$ cat src/rtl/sst_pkg.sv
// Shared types and constants for the save-state initiator.
// The optional checksum byte is enabled with SST_SUM_EN.
package sst_pkg;

  localparam int unsigned REG_CNT_DEF  = 128;
  localparam int unsigned SST_IDX_ADDR = 127;

  typedef enum logic [3:0] {
    IDLE,
    S_ADDR,
    S_CAP,
    S_PUSH,
    R_WAIT,
    R_WR,
    FIN
`ifdef SST_SUM_EN
    ,
    S_SUM,
    R_SUM
`endif
  } sst_state_t;

endpackage

$ cat src/rtl/sst_engine_if.sv
// Host control, host byte streams and mapper save-state bus of sst_engine.
// master = engine side, slave = host/mapper side.
interface sst_engine_if #(
  parameter int unsigned ADDR_W = 8
);
  logic              start_save;
  logic              start_rst;
  logic              abort;
  logic              busy;
  logic              done;
  logic              err;
  logic              sst_act;
  logic [ADDR_W-1:0] sst_addr;
  logic [7:0]        sst_dato;
  logic              sst_we_reg;
  logic [7:0]        sst_di;
  logic [7:0]        out_data;
  logic              out_valid;
  logic              out_ready;
  logic [7:0]        in_data;
  logic              in_valid;
  logic              in_ready;
  logic [7:0]        cfg_map_idx;

  modport master (
    input  start_save, start_rst, abort, sst_di, out_ready, in_data, in_valid, cfg_map_idx,
    output busy, done, err, sst_act, sst_addr, sst_dato, sst_we_reg, out_data, out_valid, in_ready
  );

  modport slave (
    output start_save, start_rst, abort, sst_di, out_ready, in_data, in_valid, cfg_map_idx,
    input  busy, done, err, sst_act, sst_addr, sst_dato, sst_we_reg, out_data, out_valid, in_ready
  );
endinterface

$ cat src/rtl/sst_sum.sv
// 8-bit modular accumulator used for the optional checksum byte (SST_SUM_EN).
module sst_sum (
  input  logic       clk,
  input  logic       rst_n,
  input  logic       i_clr,
  input  logic       i_add,
  input  logic [7:0] i_data,
  output logic [7:0] o_sum
);
  logic [7:0] r_sum;

  always_ff @(posedge clk or negedge rst_n) begin
    if (!rst_n)     r_sum <= '0;
    else if (i_clr) r_sum <= '0;
    else if (i_add) r_sum <= r_sum + i_data;
  end

  assign o_sum = r_sum;
endmodule

$ cat src/rtl/sst_engine.sv
// Save-state initiator: walks mapper registers streaming them to the host (save)
// or writes host bytes back (restore). Define SST_SUM_EN for a trailing checksum byte.
module sst_engine
  import sst_pkg::*;
#(
  parameter int unsigned REG_CNT = REG_CNT_DEF,
  parameter int unsigned ADDR_W  = 8
) (
  input logic          clk,
  input logic          rst_n,
  sst_engine_if.master bus
);
  localparam int unsigned CNT_W = (REG_CNT > 1) ? $clog2(REG_CNT) : 1;
  localparam logic [CNT_W-1:0] LAST = CNT_W'(REG_CNT - 1);

  sst_state_t       r_state, w_next;
  logic [CNT_W-1:0] r_cnt;
  logic [7:0]       r_out_data;
  logic [7:0]       r_dato;
  logic             r_err;
  logic             r_sup;

  logic w_start, w_inc, w_err_set, w_cap, w_in_acc, w_is_idx, w_idx_bad_in;
  logic w_sum_load;

  assign w_is_idx     = (32'(r_cnt) == SST_IDX_ADDR);
  assign w_idx_bad_in = w_is_idx && (bus.in_data != bus.cfg_map_idx);

`ifdef SST_SUM_EN
  logic [7:0] w_sum;

  sst_sum u_sum (
    .clk    (clk),
    .rst_n  (rst_n),
    .i_clr  (w_start),
    .i_add  (w_cap | w_in_acc),
    .i_data (w_cap ? bus.sst_di : bus.in_data),
    .o_sum  (w_sum)
  );
`endif

  always_ff @(posedge clk or negedge rst_n) begin
    if (!rst_n) r_state <= IDLE;
    else        r_state <= w_next;
  end

  always_comb begin
    w_next     = r_state;
    w_start    = 1'b0;
    w_inc      = 1'b0;
    w_err_set  = 1'b0;
    w_cap      = 1'b0;
    w_in_acc   = 1'b0;
    w_sum_load = 1'b0;
    case (r_state)
      IDLE: begin
        if (bus.start_save) begin
          w_next  = S_ADDR;
          w_start = 1'b1;
        end else if (bus.start_rst) begin
          w_next  = R_WAIT;
          w_start = 1'b1;
        end
      end
      S_ADDR: w_next = S_CAP;
      S_CAP: begin
        w_cap     = 1'b1;
        w_err_set = w_is_idx && (bus.sst_di != bus.cfg_map_idx);
        w_next    = S_PUSH;
      end
      S_PUSH: begin
        if (bus.out_ready) begin
          if (r_cnt == LAST) begin
`ifdef SST_SUM_EN
            w_next     = S_SUM;
            w_sum_load = 1'b1;
`else
            w_next = FIN;
`endif
          end else begin
            w_inc  = 1'b1;
            w_next = S_ADDR;
          end
        end
      end
      R_WAIT: begin
        if (bus.in_valid) begin
          w_in_acc  = 1'b1;
          w_err_set = w_idx_bad_in;
          w_next    = R_WR;
        end
      end
      R_WR: begin
        if (r_cnt == LAST) begin
`ifdef SST_SUM_EN
          w_next = R_SUM;
`else
          w_next = FIN;
`endif
        end else begin
          w_inc  = 1'b1;
          w_next = R_WAIT;
        end
      end
`ifdef SST_SUM_EN
      S_SUM: if (bus.out_ready) w_next = FIN;
      R_SUM: begin
        if (bus.in_valid) begin
          w_err_set = (bus.in_data != w_sum);
          w_next    = FIN;
        end
      end
`endif
      FIN:     w_next = IDLE;
      default: w_next = IDLE;
    endcase
    // Abort overrides every side effect decided above, including byte capture.
    if (bus.abort && (r_state != IDLE)) begin
      w_next     = IDLE;
      w_err_set  = 1'b1;
      w_inc      = 1'b0;
      w_cap      = 1'b0;
      w_in_acc   = 1'b0;
      w_sum_load = 1'b0;
    end
  end

  always_ff @(posedge clk or negedge rst_n) begin
    if (!rst_n) begin
      r_cnt      <= '0;
      r_out_data <= '0;
      r_dato     <= '0;
      r_err      <= 1'b0;
      r_sup      <= 1'b0;
    end else begin
      if (w_start)    r_cnt <= '0;
      else if (w_inc) r_cnt <= r_cnt + CNT_W'(1);

      if (w_cap) r_out_data <= bus.sst_di;
`ifdef SST_SUM_EN
      else if (w_sum_load) r_out_data <= w_sum;
`endif

      if (w_in_acc) begin
        r_dato <= bus.in_data;
        r_sup  <= w_idx_bad_in;
      end

      if (w_start)        r_err <= 1'b0;
      else if (w_err_set) r_err <= 1'b1;
    end
  end

  always_comb begin
    bus.busy = 1'b0;
    case (r_state)
      IDLE, FIN: bus.busy = 1'b0;
      default:   bus.busy = 1'b1;
    endcase
  end

  assign bus.sst_act    = bus.busy;
  assign bus.done       = (r_state == FIN);
  assign bus.err        = r_err;
  assign bus.sst_addr   = bus.busy ? ADDR_W'(r_cnt) : '0;
  assign bus.sst_dato   = r_dato;
  assign bus.sst_we_reg = (r_state == R_WR) && !r_sup;
  assign bus.out_data   = r_out_data;
`ifdef SST_SUM_EN
  assign bus.out_valid  = (r_state == S_PUSH) || (r_state == S_SUM);
  assign bus.in_ready   = (r_state == R_WAIT) || (r_state == R_SUM);
`else
  assign bus.out_valid  = (r_state == S_PUSH);
  assign bus.in_ready   = (r_state == R_WAIT);
`endif

endmodule

$ cat src/flat_wrapper.sv
// flat-port wrapper written by rule: the top's interface ports become plain ports
module sst_engine_flat import sst_pkg::*;
#(
  parameter int unsigned REG_CNT = REG_CNT_DEF,
  parameter int unsigned ADDR_W  = 8
)
  (clk, rst_n, bus_start_save, bus_start_rst, bus_abort, bus_sst_di, bus_out_ready, bus_in_data, bus_in_valid, bus_cfg_map_idx, bus_busy, bus_done, bus_err, bus_sst_act, bus_sst_addr, bus_sst_dato, bus_sst_we_reg, bus_out_data, bus_out_valid, bus_in_ready);
  sst_engine_if #(.ADDR_W(ADDR_W)) bus_i ();
  input logic clk;
  input logic rst_n;
  input wire logic [$bits(bus_i.start_save)-1:0] bus_start_save;
  input wire logic [$bits(bus_i.start_rst)-1:0] bus_start_rst;
  input wire logic [$bits(bus_i.abort)-1:0] bus_abort;
  input wire logic [$bits(bus_i.sst_di)-1:0] bus_sst_di;
  input wire logic [$bits(bus_i.out_ready)-1:0] bus_out_ready;
  input wire logic [$bits(bus_i.in_data)-1:0] bus_in_data;
  input wire logic [$bits(bus_i.in_valid)-1:0] bus_in_valid;
  input wire logic [$bits(bus_i.cfg_map_idx)-1:0] bus_cfg_map_idx;
  output wire logic [$bits(bus_i.busy)-1:0] bus_busy;
  output wire logic [$bits(bus_i.done)-1:0] bus_done;
  output wire logic [$bits(bus_i.err)-1:0] bus_err;
  output wire logic [$bits(bus_i.sst_act)-1:0] bus_sst_act;
  output wire logic [$bits(bus_i.sst_addr)-1:0] bus_sst_addr;
  output wire logic [$bits(bus_i.sst_dato)-1:0] bus_sst_dato;
  output wire logic [$bits(bus_i.sst_we_reg)-1:0] bus_sst_we_reg;
  output wire logic [$bits(bus_i.out_data)-1:0] bus_out_data;
  output wire logic [$bits(bus_i.out_valid)-1:0] bus_out_valid;
  output wire logic [$bits(bus_i.in_ready)-1:0] bus_in_ready;
  assign bus_i.start_save = bus_start_save;
  assign bus_i.start_rst = bus_start_rst;
  assign bus_i.abort = bus_abort;
  assign bus_i.sst_di = bus_sst_di;
  assign bus_i.out_ready = bus_out_ready;
  assign bus_i.in_data = bus_in_data;
  assign bus_i.in_valid = bus_in_valid;
  assign bus_i.cfg_map_idx = bus_cfg_map_idx;
  assign bus_busy = bus_i.busy;
  assign bus_done = bus_i.done;
  assign bus_err = bus_i.err;
  assign bus_sst_act = bus_i.sst_act;
  assign bus_sst_addr = bus_i.sst_addr;
  assign bus_sst_dato = bus_i.sst_dato;
  assign bus_sst_we_reg = bus_i.sst_we_reg;
  assign bus_out_data = bus_i.out_data;
  assign bus_out_valid = bus_i.out_valid;
  assign bus_in_ready = bus_i.in_ready;
  sst_engine #(.REG_CNT(REG_CNT), .ADDR_W(ADDR_W)) u_core (.clk(clk), .rst_n(rst_n), .bus(bus_i));
endmodule
$ cat config.mk
export PLATFORM = sky130hd
export DESIGN_NAME = sst_engine_flat
export DESIGN_NICKNAME = d
export VERILOG_FILES = /design/src/rtl/sst_pkg.sv /design/src/rtl/sst_engine_if.sv /design/src/rtl/sst_sum.sv /design/src/rtl/sst_engine.sv /design/src/flat_wrapper.sv
export SDC_FILE = /design/constraint.sdc
export NUM_CORES = 1
export LEC_CHECK = 0
export BUFFER_PORTS_ARGS = -buffer_cell sky130_fd_sc_hd__buf_2
export CORE_MARGIN = 10
export CORE_UTILIZATION = 36
export DETAILED_ROUTE_END_ITERATION = 7
export GPL_TIMING_DRIVEN = 0
export SLEW_MARGIN = 20
export SYNTH_ARGS = -nofsm -noshare
export SYNTH_HDL_FRONTEND = slang
export SYNTH_HIERARCHICAL = 1
export SYNTH_SLANG_ARGS = --single-unit
$ cat constraint.sdc
create_clock -name clk -period 2.4 [get_ports clk]
set_input_delay 0.12 -clock clk [delete_from_list [all_inputs] [get_ports clk]]
set_output_delay 0.12 -clock clk [all_outputs]
set_load 0.02 [all_outputs]
# --- Word-level counts from Yosys, hierarchy flattened ---
# Cells that the tools add are included.
word_totals:
  register_bits: 29
  in_bits: 31
op_classes:
  add_sub_neg: 1
  eq_ne: 12
  muxes: 29
  n_reduce_logical: 11
op_table:
  columns: ["op", "count"]
  rows:
  - ["4-bit case mux with 6 select lines", 1]
  - ["7-bit two-way mux", 3]
  - ["4-bit two-way mux", 5]
  - ["1-bit two-way mux", 16]
  - ["8-bit != test", 2]
  - ["4-bit by 3-bit equality test with 1-bit output (second input constant)", 3]
  - ["4-bit by 2-bit equality test with 1-bit output (second input constant)", 2]
  - ["7-bit by 1-bit adder with 7-bit output (second input constant)", 1]
  - ["7-bit equality test (second input constant)", 1]
  - ["3-bit by 2-bit != test with 1-bit output (second input constant)", 2]
  - ["4-bit by 1-bit equality test with 1-bit output (second input constant)", 1]
  - ["1-bit logical AND", 4]
  - ["4-bit zero test", 1]
  - ["4-bit by 3-bit != test with 1-bit output (second input constant)", 1]
  - ["1-bit case mux with 2 select lines", 2]
  - ["2-bit nonzero test", 2]
  - ["4-bit nonzero test", 1]
  - ["3-bit two-way mux", 1]
  - ["3-bit AND reduction", 1]
  - ["2-bit two-way mux", 1]
  - ["2-bit OR reduction", 1]
  - ["1-bit zero test", 1]

# --- Longest topological paths before layout ---
depth:
  ltp_word: 7
  mapped_depth: 6
  depth_no_buf: 5

# --- Worst setup path before layout ---
# Ideal clock, no wire load.
synth_timing:
  kind: "register to register"
  startpoint: "reg u_core.r_state[1]"
  endpoint: "reg u_core.r_dato[0] (netlist: u_core/bus.sst_dato[0])"
  setup_ps: 125
  arrival_ps: 1655
  t_required_ps: 2275
  slack_ps: 620
  path_stages_with_launch: 5
  period_less_slack_ps: 1780
  path_cell_list: "dfrtp_1 nand2b_1 nor2_1 nand3b_1 mux2_2"
synth_via:
  elab_chain_cells: 3
synth_rtl:
  columns: ["item", "line_no", "rtl"]
  rows:
  - ["start, declared", "sst_engine.sv:16", "sst_state_t r_state, w_next;"]
  - ["start signal, assigned", "sst_engine.sv:44", "else r_state <= w_next;"]
  - ["4-bit by 3-bit equality test with 1-bit output", null, null]
  - ["net bus_in_ready", "flat_wrapper.sv:28", "output wire logic [$bits(bus_i.in_ready)-1:0] bus_in_ready;"]
  - ["1-bit two-way mux", "sst_engine.sv:55", "case (r_state)"]
  - ["1-bit two-way mux", "sst_engine.sv:118", "if (bus.abort && (r_state != IDLE)) begin"]
  - ["end signal, assigned", "sst_engine.sv:145", "r_dato <= bus.in_data;"]
  - ["end, declared", "sst_engine.sv:19", "logic [7:0] r_dato;"]
# The timed path passes the listed nets, and every way through them passes these cells.
# A chain may end at the register's enable or synchronous reset.

# --- Final worst setup path ---
layout_timing:
  startpoint: "reg u_core.r_cnt[0]"
  endpoint: "reg u_core.r_state[0]"
layout_via:
  elab_chain_cells: 5
layout_rtl:
  columns: ["item", "line_no", "rtl"]
  rows:
  - ["start, declared", "sst_engine.sv:17", "logic [CNT_W-1:0] r_cnt;"]
  - ["start signal, assigned", "sst_engine.sv:137", "else if (w_inc) r_cnt <= r_cnt + CNT_W'(1);"]
  - ["7-bit equality test", "sst_engine.sv:73", "if (r_cnt == LAST) begin"]
  - ["3-bit two-way mux", "sst_engine.sv:73", null]
  - ["4-bit two-way mux", "sst_engine.sv:72", "if (bus.out_ready) begin"]
  - ["4-bit case mux with 6 select lines", "sst_engine.sv:55", null]
  - ["4-bit two-way mux", "sst_engine.sv:118", null]
# No other way between the ends. The select of a mux whose other input is x is not followed.

==> metrics.md <==
| Metric | Value |
|---|---|
| Die X | 86.9 um |
| HPWL after detailed placement | 3390 um |
| Total GRT Usage | around 11% |
| Total CTS buffers | 3 |
| Final ANT Viol Nets | 0 |
| Final Hold Viols | 0 |
| Buffers on Ports | between 50 and 60 |
| Number of iterations in the first detailed-routing pass | 4 |
| Max stage delay on crit path | between 0.8 and 0.9 ns |
| Ys async rst share | 100% |
| DR vias/cell | 5.09 |
| Fmax | approximately 460 MHz |
| Netlist cell types | 43 |
| Pwr/cell area | approximately 1000 mW/mm^2 |
| CP max-delay cell | nor3_1 |
| Gr ovfl total | 0 |
| Pre-CTS WS | a little under 0.3 ns |
| Initial Utilization | 37.0% |
| Final worst path period share | 90.0% |
| Later-pin clock latency in the skew report | about 0.27 ns |
| Die Area | about 0.0075 sq mm |
| CP required | 2.56 ns |
| Antenna violations before repair | 0 |
| Post-Place Cells | 260 |
| Syn_area_per_cell | 10.8 sq um |
| Max-slew headroom | 28.6% |
| Kind of critical path | reg -> reg |
| Largest net degree at the start of global routing | 29 |
| Status | complete, no violations |
| H-tree level count | 1 |
| Seq cells post-synth | 28 |
| Drt wl/cell | ~16 um |
| # IOs | between 60 and 70 |
| Synthesized area | between 0.0015 and 0.002 sq mm |
| Fin crit period | 2.16 ns |
| Commonest cells in the synthesized netlist | dfrtp_1, mux2_2, xor2_1 |
| Via count | between 1000 and 1500 |
| Non-Filler Instances | between 200 and 300 |
| Number of synthesized flops with an enable pin | 0 |
| Die Ht | roughly 87 um |
| Crit end category | flop |
| Synth top area share | 43.5% |
| Prevailing post-synth register cell | dfrtp_1 |
| Max-cap violation count | 0 |
| Seq/Total Area, Yosys | between 40% and 50% |
| Peak VDD IR | 522 uV |
| CP bufs+invs | 0 |
| Ys Warns | 6 |
| Crit Path Max Fanout | 10 |
| CTS tree | yes |
| Dominant cells by area after synthesis | dfrtp_1, mux2_2, xor2_1, nor2b_1, o31ai_1 |
| Final setup vio count | 0 |
| Global-route wire length before repair | 6870 um |
| Drt initial violations | 45 |
| Standard-cell row count | 24 |
| # DRC | 0 |
| Placer Congestion | between 0.8 and 0.9 |
| Fraction of layout cells with a size suffix above 1 | between 40 and 50% |
| Final #Nets | around 250 |
| Area delta synth->final | 27.4% |
| DRT Wirelength | roughly 4200 um |
| Count leader, synth | dfrtp_1 |
| Setup crit start kind | flop |
| Setup_tns | 0 ns |
| Lkg Pwr | 1.01 nW |
| Worst hold path class | in -> reg |
| Cell count after synthesis | roughly 150 |
| Max Slew Vio Count | 0 |
| Final WS setup | roughly 0.24 ns |
| Crit path arrival time | 2.32 ns |
| Worst-margin pin slew | approximately 1.1 ns |
| # clock sinks | 28 |
| Post-CTS resize count | 0 |
| Clock skew after layout | approximately 0.0056 ns |
| Ant diodes | 0 |
| Synth area leader | dfrtp_1 |
| Number of global-route vias before repair | about 1500 |
| Worst path cell trace | ha_1 -> nand3_1 -> nor3_1 -> a21oi_1 -> a22o_1 |
| Root Buffer Master | clkbuf_8 |
| Post-CTS setup buffers | 0 |
| Maximum clock path buffer count | 2 |
| Core area | ~0.0044 sq mm |
| Clk pin slew, worst setup/hold paths | ~0.10 ns |
| RSZ-0062 raised after global routing | no |
| Syn Nets | 181 |
| CP delay by family, top | simple AND/OR/NAND/NOR gates |
timing repair:
action | in CTS | in global routing
endpoints found under the setup margin | 0 | 0
endpoints found under the hold margin | 28 | 0
hold buffers | 1 | 0
logic make-up after synthesis:
logic type | count (synthesis) | share of synthesized area (%)
DFF | 28 | 43.5
AOI/OAI and AO/OA | 30 | 14.2
other | 1 | 0.233
buffers and inverters | 12 | 3.81
adders and majority gates | 1 | 0.777
xor gates and xnor gates | 16 | 8.70
muxes | 18 | 12.6
and+or+nand+nor | 43 | 16.2
final timing paths:
kind                                                           end                          startpoint  depth (start not counted)  slack [ns]
worst max-delay path                 u_core/r_state[0]$_DFFE_PN0P_         u_core/r_cnt[0]$_DFFE_PN0P_                          5        0.24
worst min-delay path            u_core/bus.sst_dato[3]$_DFFE_PN0P_                      bus_in_data[3]                          2         0.1
worst max register to register       u_core/r_state[0]$_DFFE_PN0P_         u_core/r_cnt[0]$_DFFE_PN0P_                          5        0.24
worst min register to register  u_core/bus.sst_dato[7]$_DFFE_PN0P_  u_core/bus.sst_dato[7]$_DFFE_PN0P_                          1        0.51
max in group asynchronous              u_core/r_cnt[3]$_DFFE_PN0P_                               rst_n                          2        1.58
min in group asynchronous       u_core/bus.sst_dato[2]$_DFFE_PN0P_                               rst_n                          2        0.40
registers in the layout, summed over array words and instances, names as in the netlist:
signal,flops
u_core/bus.err,1
u_core/r_state,3
u_core/bus.sst_dato,8
u_core/r_sup,1
u_core/r_cnt,7
u_core/bus.out_data,8
layer usage:
layer	track usage (%)	vias up	wire, um
li1	-	671	-
met1	13.3	643	1790
met2	19.1	32	2130
met3	1.59	4	186
met4	4.57	0	63
met5	0	-	0
layout by cell type, fill, tap and decap left out, drive strengths merged, types with 2 or more instances in the layout:
| master | netlist | layout |
|---|---|---|
| inv | 5 | 5 |
| o31ai | 5 | 5 |
| clkbuf | 3 | 6 |
| nand3 | 3 | 3 |
| a21o | 2 | 2 |
| nand2 | 4 | 4 |
| nand2b | 3 | 3 |
| dfrtp | 28 | 28 |
| a21oi | 4 | 4 |
| nor3 | 4 | 4 |
| nor2 | 9 | 9 |
| o21ai | 5 | 5 |
| a211o | 2 | 2 |
| o211ai | 2 | 2 |
| xor2 | 16 | 16 |
| nand3b | 2 | 2 |
| mux2 | 18 | 18 |
| nor4 | 5 | 5 |
| nor2b | 6 | 6 |
| buf | 4 | 63 |
| o311ai | 3 | 3 |
through the flow:
stage               hold WS (ns)  power (W)  area (sq um)  util, %
CTS                       0.0930    0.00216          2050     47.1
global placement           0.184    0.00177          1970     45.3
detailed placement         0.182    0.00179          1970     45.3
finish                    0.0994    0.00213          2050     47.1
floorplan                 -0.176    0.00143          1610        -
global route              0.0886    0.00229          2050     47.1
area by class of cell:
class,instances,area [sq um]
clock inverters,1,30.0
fillers,433,2300
inverters,5,18.8
multi-input cells,109,848
well taps,52,65.1
clock buffers,3,41.3
flip-flops and latches,28,701
repair buffers,60,305
plain buffers,7,42.5
power breakdown:
part / switching (W) / internal [W]
combinational: 0.000607 / 0.000421
sequential: 0.0000912 / 0.000639
clock: 0.000145 / 0.000223
Note: power is estimated with default switching activity, not from simulation.
